`config.mk`:
```
export PLATFORM = sky130hd
export DESIGN_NAME = lcd_rx_monitor
export DESIGN_NICKNAME = d
export VERILOG_FILES = /design/src/rtl/lcd_rx_monitor.sv
export SDC_FILE = /design/constraint.sdc
export NUM_CORES = 1
export LEC_CHECK = 0
export CAP_MARGIN = 25
export CORE_MARGIN = 1
export CORE_UTILIZATION = 45
export DETAILED_ROUTE_END_ITERATION = 6
export GPL_ROUTABILITY_DRIVEN = 0
export PLACE_DENSITY = 0.85
export RECOVER_POWER = 50
export SKIP_LAST_GASP = 1
export SLEW_MARGIN = 10
export SYNTH_ARGS = -nofsm -noshare
export SYNTH_HDL_FRONTEND = slang
export SYNTH_SLANG_ARGS = --single-unit
```
`constraint.sdc`:
```
create_clock -name clk_in -period 2.3 [get_ports clk_in]
set_clock_uncertainty 0.05 [all_clocks]
set_input_delay 0.46 -clock clk_in [delete_from_list [all_inputs] [get_ports clk_in]]
set_output_delay 0.46 -clock clk_in [all_outputs]
set_load 0.01 [all_outputs]
```
`src/rtl/lcd_rx_monitor.sv`:
```
// Receive-side LCD stream monitor: recovers pixel coordinates, measures frame geometry, tracks lock.
// Optional per-frame additive pixel checksum is enabled by defining LCD_RX_CHECKSUM_EN.
module lcd_rx_monitor #(
    parameter int   H_ACTIVE    = 800,
    parameter int   V_ACTIVE    = 480,
    parameter logic SYNC_POL    = 1'b0,
    parameter int   LOCK_FRAMES = 2
) (
    input  logic        clk_in,
    input  logic        sys_rst,
    input  logic [23:0] rgb_in,
    input  logic        de_in,
    input  logic        hsync_in,
    input  logic        vsync_in,
    output logic [10:0] pix_x,
    output logic [10:0] pix_y,
    output logic [23:0] pix_data,
    output logic        pix_valid,
    output logic        frame_start,
    output logic        frame_done,
    output logic [10:0] meas_width,
    output logic [10:0] meas_height,
    output logic        geom_err,
    output logic        locked,
    output logic [31:0] frame_sum
);

    // state   | meaning
    // WAIT_VS | after reset; DE ignored until the first VSYNC assertion
    // WAIT_DE | frame boundary seen, waiting for the first active pixel
    // ACTIVE  | inside a frame, counting pixels and lines
    typedef enum logic [1:0] {
        WAIT_VS = 2'd0,
        WAIT_DE = 2'd1,
        ACTIVE  = 2'd2
    } state_t;

    localparam logic        VS_IDLE = ~SYNC_POL;
    localparam logic [11:0] H_EXP   = 12'(H_ACTIVE);
    localparam logic [10:0] V_EXP   = 11'(V_ACTIVE);
    localparam logic [3:0]  LF      = 4'(LOCK_FRAMES);
    localparam logic [11:0] X_SAT   = 12'h800;
    localparam logic [10:0] Y_SAT   = 11'h7FF;

    // x counter is one bit wider so an over-long line is distinguishable from a 2047-pixel line
    function automatic logic [10:0] sat11(input logic [11:0] v);
        return v[11] ? 11'h7FF : v[10:0];
    endfunction

    logic [23:0] rgb_s1_q, rgb_s1_d;
    logic        de_s1_q, de_s1_d;
    logic        hs_s1_q, hs_s1_d;
    logic        vs_s1_q, vs_s1_d;
    logic        de_p_q, de_p_d;
    logic        vs_p_q, vs_p_d;

    state_t      state_q, state_d;
    logic [11:0] x_cnt_q, x_cnt_d;
    logic [10:0] line_cnt_q, line_cnt_d;
    logic        line_bad_q, line_bad_d;
    logic [3:0]  good_cnt_q, good_cnt_d;

    logic [10:0] pix_x_q, pix_x_d;
    logic [10:0] pix_y_q, pix_y_d;
    logic [23:0] pix_data_q, pix_data_d;
    logic        pix_valid_q, pix_valid_d;
    logic        frame_start_q, frame_start_d;
    logic        frame_done_q, frame_done_d;
    logic [10:0] meas_width_q, meas_width_d;
    logic [10:0] meas_height_q, meas_height_d;
    logic        geom_err_q, geom_err_d;
    logic        locked_q, locked_d;

    logic        vs_edge;
    logic        de_fall;
    logic        start_pix;
    logic        take_pix;
    logic        frame_bad;
    logic [10:0] line_cnt_c;
    logic        line_bad_c;

    // HSYNC is captured for observability only; line boundaries come from DE
    logic        unused_hs;
    assign unused_hs = hs_s1_q;

    always_comb begin
        rgb_s1_d = rgb_in;
        de_s1_d  = de_in;
        hs_s1_d  = hsync_in;
        vs_s1_d  = vsync_in;
        de_p_d   = de_s1_q;
        vs_p_d   = vs_s1_q;
    end

    always_comb begin
        vs_edge       = (vs_s1_q == SYNC_POL) && (vs_p_q != SYNC_POL);
        de_fall       = de_p_q && !de_s1_q;
        start_pix     = 1'b0;
        take_pix      = 1'b0;
        frame_bad     = 1'b0;
        line_cnt_c    = line_cnt_q;
        line_bad_c    = line_bad_q;

        state_d       = state_q;
        x_cnt_d       = x_cnt_q;
        line_cnt_d    = line_cnt_q;
        line_bad_d    = line_bad_q;
        good_cnt_d    = good_cnt_q;
        pix_x_d       = pix_x_q;
        pix_y_d       = pix_y_q;
        pix_data_d    = pix_data_q;
        pix_valid_d   = 1'b0;
        frame_start_d = 1'b0;
        frame_done_d  = 1'b0;
        meas_width_d  = meas_width_q;
        meas_height_d = meas_height_q;
        geom_err_d    = geom_err_q;
        locked_d      = locked_q;

        case (state_q)
            WAIT_VS: begin
                if (vs_edge) state_d = WAIT_DE;
            end
            WAIT_DE: begin
                if (de_s1_q) start_pix = 1'b1;
            end
            ACTIVE: begin
                // a line ending on the VSYNC cycle still belongs to the closing frame
                if (de_fall) begin
                    meas_width_d = sat11(x_cnt_q);
                    line_bad_c   = line_bad_q | (x_cnt_q != H_EXP);
                    line_cnt_c   = (line_cnt_q == Y_SAT) ? line_cnt_q : line_cnt_q + 11'd1;
                    x_cnt_d      = 12'd0;
                end
                line_cnt_d = line_cnt_c;
                line_bad_d = line_bad_c;
                if (vs_edge) begin
                    frame_bad     = line_bad_c | (line_cnt_c != V_EXP);
                    frame_done_d  = 1'b1;
                    meas_height_d = line_cnt_c;
                    geom_err_d    = frame_bad;
                    if (frame_bad) begin
                        good_cnt_d = 4'd0;
                    end else if (good_cnt_q != LF) begin
                        good_cnt_d = good_cnt_q + 4'd1;
                    end
                    locked_d   = !frame_bad && (good_cnt_d == LF);
                    x_cnt_d    = 12'd0;
                    line_cnt_d = 11'd0;
                    line_bad_d = 1'b0;
                    state_d    = WAIT_DE;
                    if (de_s1_q) start_pix = 1'b1;
                end else if (de_s1_q) begin
                    take_pix = 1'b1;
                end
            end
            default: state_d = WAIT_VS;
        endcase

        if (start_pix) begin
            state_d       = ACTIVE;
            pix_valid_d   = 1'b1;
            frame_start_d = 1'b1;
            pix_x_d       = 11'd0;
            pix_y_d       = 11'd0;
            pix_data_d    = rgb_s1_q;
            x_cnt_d       = 12'd1;
            line_cnt_d    = 11'd0;
            line_bad_d    = 1'b0;
        end

        if (take_pix) begin
            pix_valid_d = 1'b1;
            pix_x_d     = sat11(x_cnt_q);
            pix_y_d     = line_cnt_q;
            pix_data_d  = rgb_s1_q;
            if (x_cnt_q != X_SAT) x_cnt_d = x_cnt_q + 12'd1;
        end
    end

    always_ff @(posedge clk_in) begin
        if (sys_rst) begin
            rgb_s1_q      <= '0;
            de_s1_q       <= 1'b0;
            hs_s1_q       <= 1'b0;
            vs_s1_q       <= VS_IDLE;
            de_p_q        <= 1'b0;
            vs_p_q        <= VS_IDLE;
            state_q       <= WAIT_VS;
            x_cnt_q       <= '0;
            line_cnt_q    <= '0;
            line_bad_q    <= 1'b0;
            good_cnt_q    <= '0;
            pix_x_q       <= '0;
            pix_y_q       <= '0;
            pix_data_q    <= '0;
            pix_valid_q   <= 1'b0;
            frame_start_q <= 1'b0;
            frame_done_q  <= 1'b0;
            meas_width_q  <= '0;
            meas_height_q <= '0;
            geom_err_q    <= 1'b0;
            locked_q      <= 1'b0;
        end else begin
            rgb_s1_q      <= rgb_s1_d;
            de_s1_q       <= de_s1_d;
            hs_s1_q       <= hs_s1_d;
            vs_s1_q       <= vs_s1_d;
            de_p_q        <= de_p_d;
            vs_p_q        <= vs_p_d;
            state_q       <= state_d;
            x_cnt_q       <= x_cnt_d;
            line_cnt_q    <= line_cnt_d;
            line_bad_q    <= line_bad_d;
            good_cnt_q    <= good_cnt_d;
            pix_x_q       <= pix_x_d;
            pix_y_q       <= pix_y_d;
            pix_data_q    <= pix_data_d;
            pix_valid_q   <= pix_valid_d;
            frame_start_q <= frame_start_d;
            frame_done_q  <= frame_done_d;
            meas_width_q  <= meas_width_d;
            meas_height_q <= meas_height_d;
            geom_err_q    <= geom_err_d;
            locked_q      <= locked_d;
        end
    end

`ifdef LCD_RX_CHECKSUM_EN
    logic [31:0] acc_q, acc_d;
    logic [31:0] frame_sum_q, frame_sum_d;

    // a pixel arriving on the closing cycle is the first pixel of the next frame
    always_comb begin
        acc_d       = acc_q;
        frame_sum_d = frame_sum_q;
        if (frame_done_d) begin
            frame_sum_d = acc_q;
            acc_d       = 32'd0;
        end
        if (pix_valid_d) acc_d = acc_d + {8'd0, rgb_s1_q};
    end

    always_ff @(posedge clk_in) begin
        if (sys_rst) begin
            acc_q       <= '0;
            frame_sum_q <= '0;
        end else begin
            acc_q       <= acc_d;
            frame_sum_q <= frame_sum_d;
        end
    end

    assign frame_sum = frame_sum_q;
`else
    assign frame_sum = 32'd0;
`endif

    assign pix_x       = pix_x_q;
    assign pix_y       = pix_y_q;
    assign pix_data    = pix_data_q;
    assign pix_valid   = pix_valid_q;
    assign frame_start = frame_start_q;
    assign frame_done  = frame_done_q;
    assign meas_width  = meas_width_q;
    assign meas_height = meas_height_q;
    assign geom_err    = geom_err_q;
    assign locked      = locked_q;

endmodule

```
==> results of run 1 <==
-- through the flow --
| stage | power (mW) | hold slack [ns] |
|---|---|---|
| final | 4.97 | 0.387 |
| after global routing | 5.14 | 0.392 |
| after CTS | 5.01 | 0.352 |
| after detailed placement | 2.53 | 0.379 |
| after global placement | 2.53 | 0.373 |
| after floorplan | 2.50 | 0.372 |
-- kinds of logic (layout without fill, tap and decap cells) --
group	Yosys count	in the layout	synth area share
xor gates and xnor gates	7	7	0.0111
other	1	32	0.000680
DFF	131	131	0.476
muxes	5	5	0.0102
AOI/OAI and AO/OA	135	135	0.156
buffers and inverters	83	190	0.0828
adders and majority gates	8	8	0.0182
and+or+nand+nor	281	281	0.246
-- worst max-delay path, delay by kind of cell, from the launching register on --
family                     cells  cell delay, ns
AOI/OAI and AO/OA              4            0.79
adders and majority gates      1            0.26
buffers and inverters          1            0.07
DFF                            1            0.36
and+or+nand+nor                2            0.61
-- sequential cells by signal, summed over array words and instances, names as in the netlist, 2 cells and up --
| name | flops |
|---|---|
| pix_y | 11 |
| line_cnt_q | 11 |
| good_cnt_q | 4 |
| x_cnt_q | 12 |
| meas_width | 11 |
| state_q | 2 |
| pix_x | 11 |
| rgb_s1_q | 24 |
| meas_height | 11 |
| pix_data | 24 |
-- cells in the final DEF, fill, tap and decap left out, types with 8 or more instances in the layout --
master	Yosys	layout
nor2b_1	28	28
and3_1	9	9
clkbuf_16	0	17
conb_1	1	32
clkdlybuf4s50_1	0	38
dfxtp_1	131	127
buf_4	35	40
dlygate4sd3_1	0	61
nor2_1	77	76
a31oi_1	10	10
nand4_1	8	8
a21oi_1	64	64
a211oi_1	16	16
nand3_1	23	23
nand2_1	97	97
o21ai_0	14	13
-- worst paths after layout --
path | from | end | slack (ns) | depth (start not counted)
hold / removal | rgb_s1_q[9] | pix_data[9] | 0.39 | 2
setup reg to reg | state_q[0] | x_cnt_q[11] | 0.11 | 8
setup / recovery | state_q[0] | x_cnt_q[11] | 0.11 | 8
hold reg to reg | rgb_s1_q[9] | pix_data[9] | 0.39 | 2
-- power by group --
group	internal [mW]	total, mW	switching, mW
Sequential	2.30	2.31	0.0105
Clock	1.51	2.49	0.983
Combinational	0.0775	0.175	0.0978
-- per-layer routing --
| layer | up-vias | part of all wire | global-route usage |
|---|---|---|---|
| li1 | 2414 | - | - |
| met1 | 2264 | 0.41 | 0.262 |
| met2 | 187 | 0.48 | 0.353 |
| met3 | 29 | 0.089 | 0.0798 |
| met4 | 0 | 0.023 | 0.0951 |
| met5 | - | 0 | 0 |
-- final cells by class --
class                           instances  area [sq um]
Multi-Input combinational cell        468          2590
Timing Repair Buffer                  147          1360
Clock inverter                         13           111
Clock buffer                           19           443
Tap cell                              147           184
Sequential cell                       131          2630
Fill cell                            1010          4610
Inverter                               11          41.3
-- repair_timing --
action	CTS	global route
pin swaps	5	2
hold buffers	0	0
setup endpoints to repair	2	35
resized for setup	10	5
buffers inserted	4	5
endpoints found under the hold margin	0	0
==> out/qor.yml, run 1 <==
timing:
  hold_viol: 0
  tightest_slew_ns: 1.15
  max_freq_mhz: 457
  slew_headroom: 0.235
  setup_viol: 0
  finalSetupTns_ns: 0
  slew_violations: 0
  fin_crit_ns: 2.19
  rsz0062_at_grt: "no"
  worst_slack_ns: 0.113
  finalCritPeriodShare: 0.951
clock_tree:
  clkSinkCount: 131
  tritoncts: "done"
  cts.reportedPaths.clkPinSlew_ns: 0.06
  clk_path_buf_depth: 2
  htree_levels: 4
  cts_buffers: 17
  clock_latency_ns: 0.41
  root_buffer: "clkbuf_16"
layout:
  final_area_sq_um: 7350
  antenna_cells: 0
  postLayoutCoreUtil: 0.615
  nNetsFinal: 813
  syn_to_final_growth_pct: 33.4
  final_layout_size_suffix_gt1_frac: 0.137
  layout.cells.non_filler: 936
floorplanning:
  die_x_microns: 113
  start_util: 0.461
  core.rowCount: 40
  core_area_sq_um: 12000
  die_h_microns: 113
  boundaryPins: 134
  die_area_sq_um: 12700
power:
  ir_worst_vdd_v: 0.000585
  p_leak_nw: 2.92
  cellPowerDensity_nw_per_um2: 677
worst_setup_path:
  cp.arrival_ns: 2.49
  slowest_delay_ns: 0.37
  end_kind: "flip-flop"
  worstSetupPathType: "reg2reg"
  start_kind: "flip-flop"
  cp_data_required_time_ns: 2.61
  path_cells: "inv_1 -> ha_1 -> and3b_1 -> o211a_2 -> nor3_1 -> o21bai_2 -> a311oi_1 -> a41o_1"
  cp_slowest_cell: "nor3_1"
  cp_max_fo: 5
synth:
  yosys_most_used_dff: "dfxtp_1"
  synth.most_common_cell: "dfxtp_1"
  synthTopCellsByArea: "dfxtp_1 48%, nand2_1 6.6%, a21oi_1 5.8%"
  yosysSeqAreaShare: 0.476
  ys_types: 67
  synth_area_sq_um: 5510
  yosysTopAreaCellShare: 0.476
  synth_warnings: 0
  avgSynthCellArea_sq_um: 8.47
  synth-edff-count: 0
  yosysTopAreaCell: "dfxtp_1"
  ys_seq_elements: 131
  synth_commonest_cells: "131 x dfxtp_1, 97 x nand2_1, 77 x nor2_1, 64 x a21oi_1, 35 x buf_4"
  synthCells: 651
  synthArstFlopShare: 0
outcome:
  outcome: "finished clean"
drt:
  wirelength_microns: 13700
  viasPerCell: 5.23
  wl_per_cell_microns: 14.6
  vias: 4894
  drt-initial-drc-count: 298
  route.detailed.drc: 0
  drt_pass1_iterations: 7
  drtAntennaViolNets: 0
global_routing:
  grt-ovfl-total: 0
  grt_pass1_wl_microns: 22100
  antenna_found_initial: 0
  gr-usage-all-layers: 0.219
  grt_max_degree: 69
  grt_pass1_vias: 4513
place:
  post-place-ws_ns: 0.0129
  dp_hpwl_microns: 9370
  dp_cells: 895
  place_area_sq_um: 6710
  port_buffers: 100
hold_path:
  hold_path_class: "reg2reg"
flow_run:
  maxCapViolations: 0
Power figures use the tool's default switching activity.
==> run 2: changes to the inputs <==
Settings changed: CORE_MARGIN 1 to 1.5.
==> run 2 against run 1 <==
Net effect:
- global-route usage is 0.29 points lower
- combinational power hardly changed
- cell count is 0.21% lower
- die area is 1.8% higher
- hold slack better by 0.00063 ns
- utilization is 0.20 points higher
- largest power group unchanged
- sequential power hardly changed
- routed wire length is 0.94% higher
==> out/qor.yml, run 2 (synthesis gave the netlist of run 1 again) <==
power:
  p_switching_mw: 1.24
  seq_power_share: 0.448
  total_power_mw: 5.15
  intPower_mw: 3.91
  comb_power_share: 0.034
  p_leak_nw: 2.94
  swShare: 0.240
  clkPwrFrac: 0.518
  cellPowerDensity_nw_per_um2: 698
  ir_worst_vdd_v: 0.000668
clock_tree:
  root_buffer: "clkbuf_16"
  cts.reportedPaths.clkPinSlew_ns: 0.06
  clkSinkCount: 131
  tritoncts: "done"
  clk_path_buf_depth: 2
  htree_levels: 4
  cts_buffers: 17
  clock_latency_ns: 0.41
timing:
  slew_violations: 0
  worst_slack_ns: 0.0508
  tightest_slew_ns: 1.25
  max_freq_mhz: 445
  rsz0062_at_grt: "yes"
  hold_viol: 0
  setup_viol: 0
  fin_crit_ns: 2.25
  finalCritPeriodShare: 0.978
  slew_headroom: 0.165
worst_setup_path:
  cp_max_fo: 5
  end_kind: "flip-flop"
  crit_buf_inv: 1
  slowest_delay_ns: 0.42
  cp_slowest_cell: "nor4_4"
  start_kind: "flip-flop"
  cp_data_required_time_ns: 2.58
  path_cells: "inv_4 -> ha_4 -> nor4b_4 -> nand4_1 -> a221o_1 -> nor4_4 -> nand3_2 -> o31ai_2"
  worstSetupPathType: "reg2reg"
  cp.arrival_ns: 2.53
  cp_top_family: "simple AND/OR/NAND/NOR gates"
drt:
  wl_per_cell_microns: 14.8
  drtAntennaViolNets: 0
  vias: 4878
  wirelength_microns: 13800
  route.detailed.drc: 0
  drt_pass1_iterations: 5
  drt-initial-drc-count: 311
  viasPerCell: 5.22
hold_path:
  hold_path_class: "reg2reg"
layout:
  final_common_cell: "dfxtp_1"
  final_layout_size_suffix_gt1_frac: 0.137
  syn_to_final_growth_pct: 33.8
  antenna_cells: 0
  nFillCells: 1013
  final_cell_mix: "127 x dfxtp_1, 97 x nand2_1, 76 x nor2_1"
  nNetsFinal: 811
global_routing:
  grt-ovfl-total: 0
  antenna_found_initial: 0
  grt_pass1_vias: 4610
  grt_max_degree: 28
  grt_pass1_wl_microns: 22300
  gr-usage-all-layers: 0.216
flow_run:
  maxCapViolations: 0
floorplanning:
  die_x_microns: 114
  core_area_sq_um: 12000
  boundaryPins: 134
  start_util: 0.461
  die_area_sq_um: 12900
  core.rowCount: 40
  die_h_microns: 114
outcome:
  outcome: "finished clean"
place:
  port_buffers: 100
  post-place-ws_ns: 0.0719
  dp_hpwl_microns: 9290
==> run 2: cell types whose count changed in the layout (fill, tap and decap cells not counted), moves of 2 or more <==
cell and delta:
dlygate4sd3_1 +5, inv_6 +4, dfxtp_2 -2, clkinv_2 -5, dfxtp_4 +2, clkdlybuf4s50_1 -5, inv_8 +3, clkbuf_1 -3
clkinvlp_4 -2
==> run 2: cell type report <==
| cell class | count | area [sq um] | share of cell area |
|---|---|---|---|
| tap | 147 | 184 | 0.0249 |
| clock inverter | 15 | 165 | 0.0224 |
| sequential | 131 | 2630 | 0.357 |
| inverter | 11 | 43.8 | 0.00594 |
| clock buffer | 17 | 425 | 0.0577 |
| timing repair buffer | 145 | 1330 | 0.181 |
| multi-input combinational | 468 | 2590 | 0.351 |
==> run 2: repair_timing <==
item                                   in CTS  in global routing
buffers inserted                            0                  3
setup endpoints to repair                   0                 37
hold buffers                                0                  0
resized for setup                           0                 16
endpoints found under the hold margin       0                  0
==> run 2: final timing paths <==
kind | from | end | slack (ns) | cells past startpoint
setup / recovery | x_cnt_q[1] | locked | 0.05 | 8
setup reg to reg | x_cnt_q[1] | locked | 0.05 | 8
hold reg to reg | rgb_s1_q[2] | pix_data[2] | 0.39 | 2
hold / removal | rgb_s1_q[2] | pix_data[2] | 0.39 | 2
==> run 2: per-stage QoR <==
stage,cell area [sq um],instances,TNS (ns),util,hold WS (ns)
2_1_floorplan,5630,682,0,-,0.372
3_3_place_gp,6730,899,0,0.562,0.373
4_1_cts,7320,931,0,0.612,0.358
3_5_place_dp,6730,899,0,0.562,0.381
6_report,7380,934,0,0.617,0.387
5_1_grt,7380,934,-0.173,0.617,0.411
==> run 2: power groups by stage <==
stage,combinational (mW),sequential (mW),clock (mW)
2_1_floorplan,0.139,2.36,0
3_3_place_gp,0.173,2.36,0
3_5_place_dp,0.173,2.36,0
4_1_cts,0.176,2.31,2.70
5_1_grt,0.191,2.31,2.82
6_report,0.174,2.31,2.67
==> run 2: metal layers <==
metal	vias to the layer above	track usage	wire length, microns
li1	2409	-	-
met1	2274	0.265	5740
met2	174	0.353	6860
met3	21	0.0717	1020
met4	0	0.0800	192
met5	-	0	0
==> run 2: worst reg2reg max path: stages (launching register included) <==
cell and delay (ns):
dfxtp_4 0.36, inv_4 0.07, ha_4 0.12, nor4b_4 0.21, nand4_1 0.20, a221o_1 0.40, nor4_4 0.42, nand3_2 0.14
o31ai_2 0.18
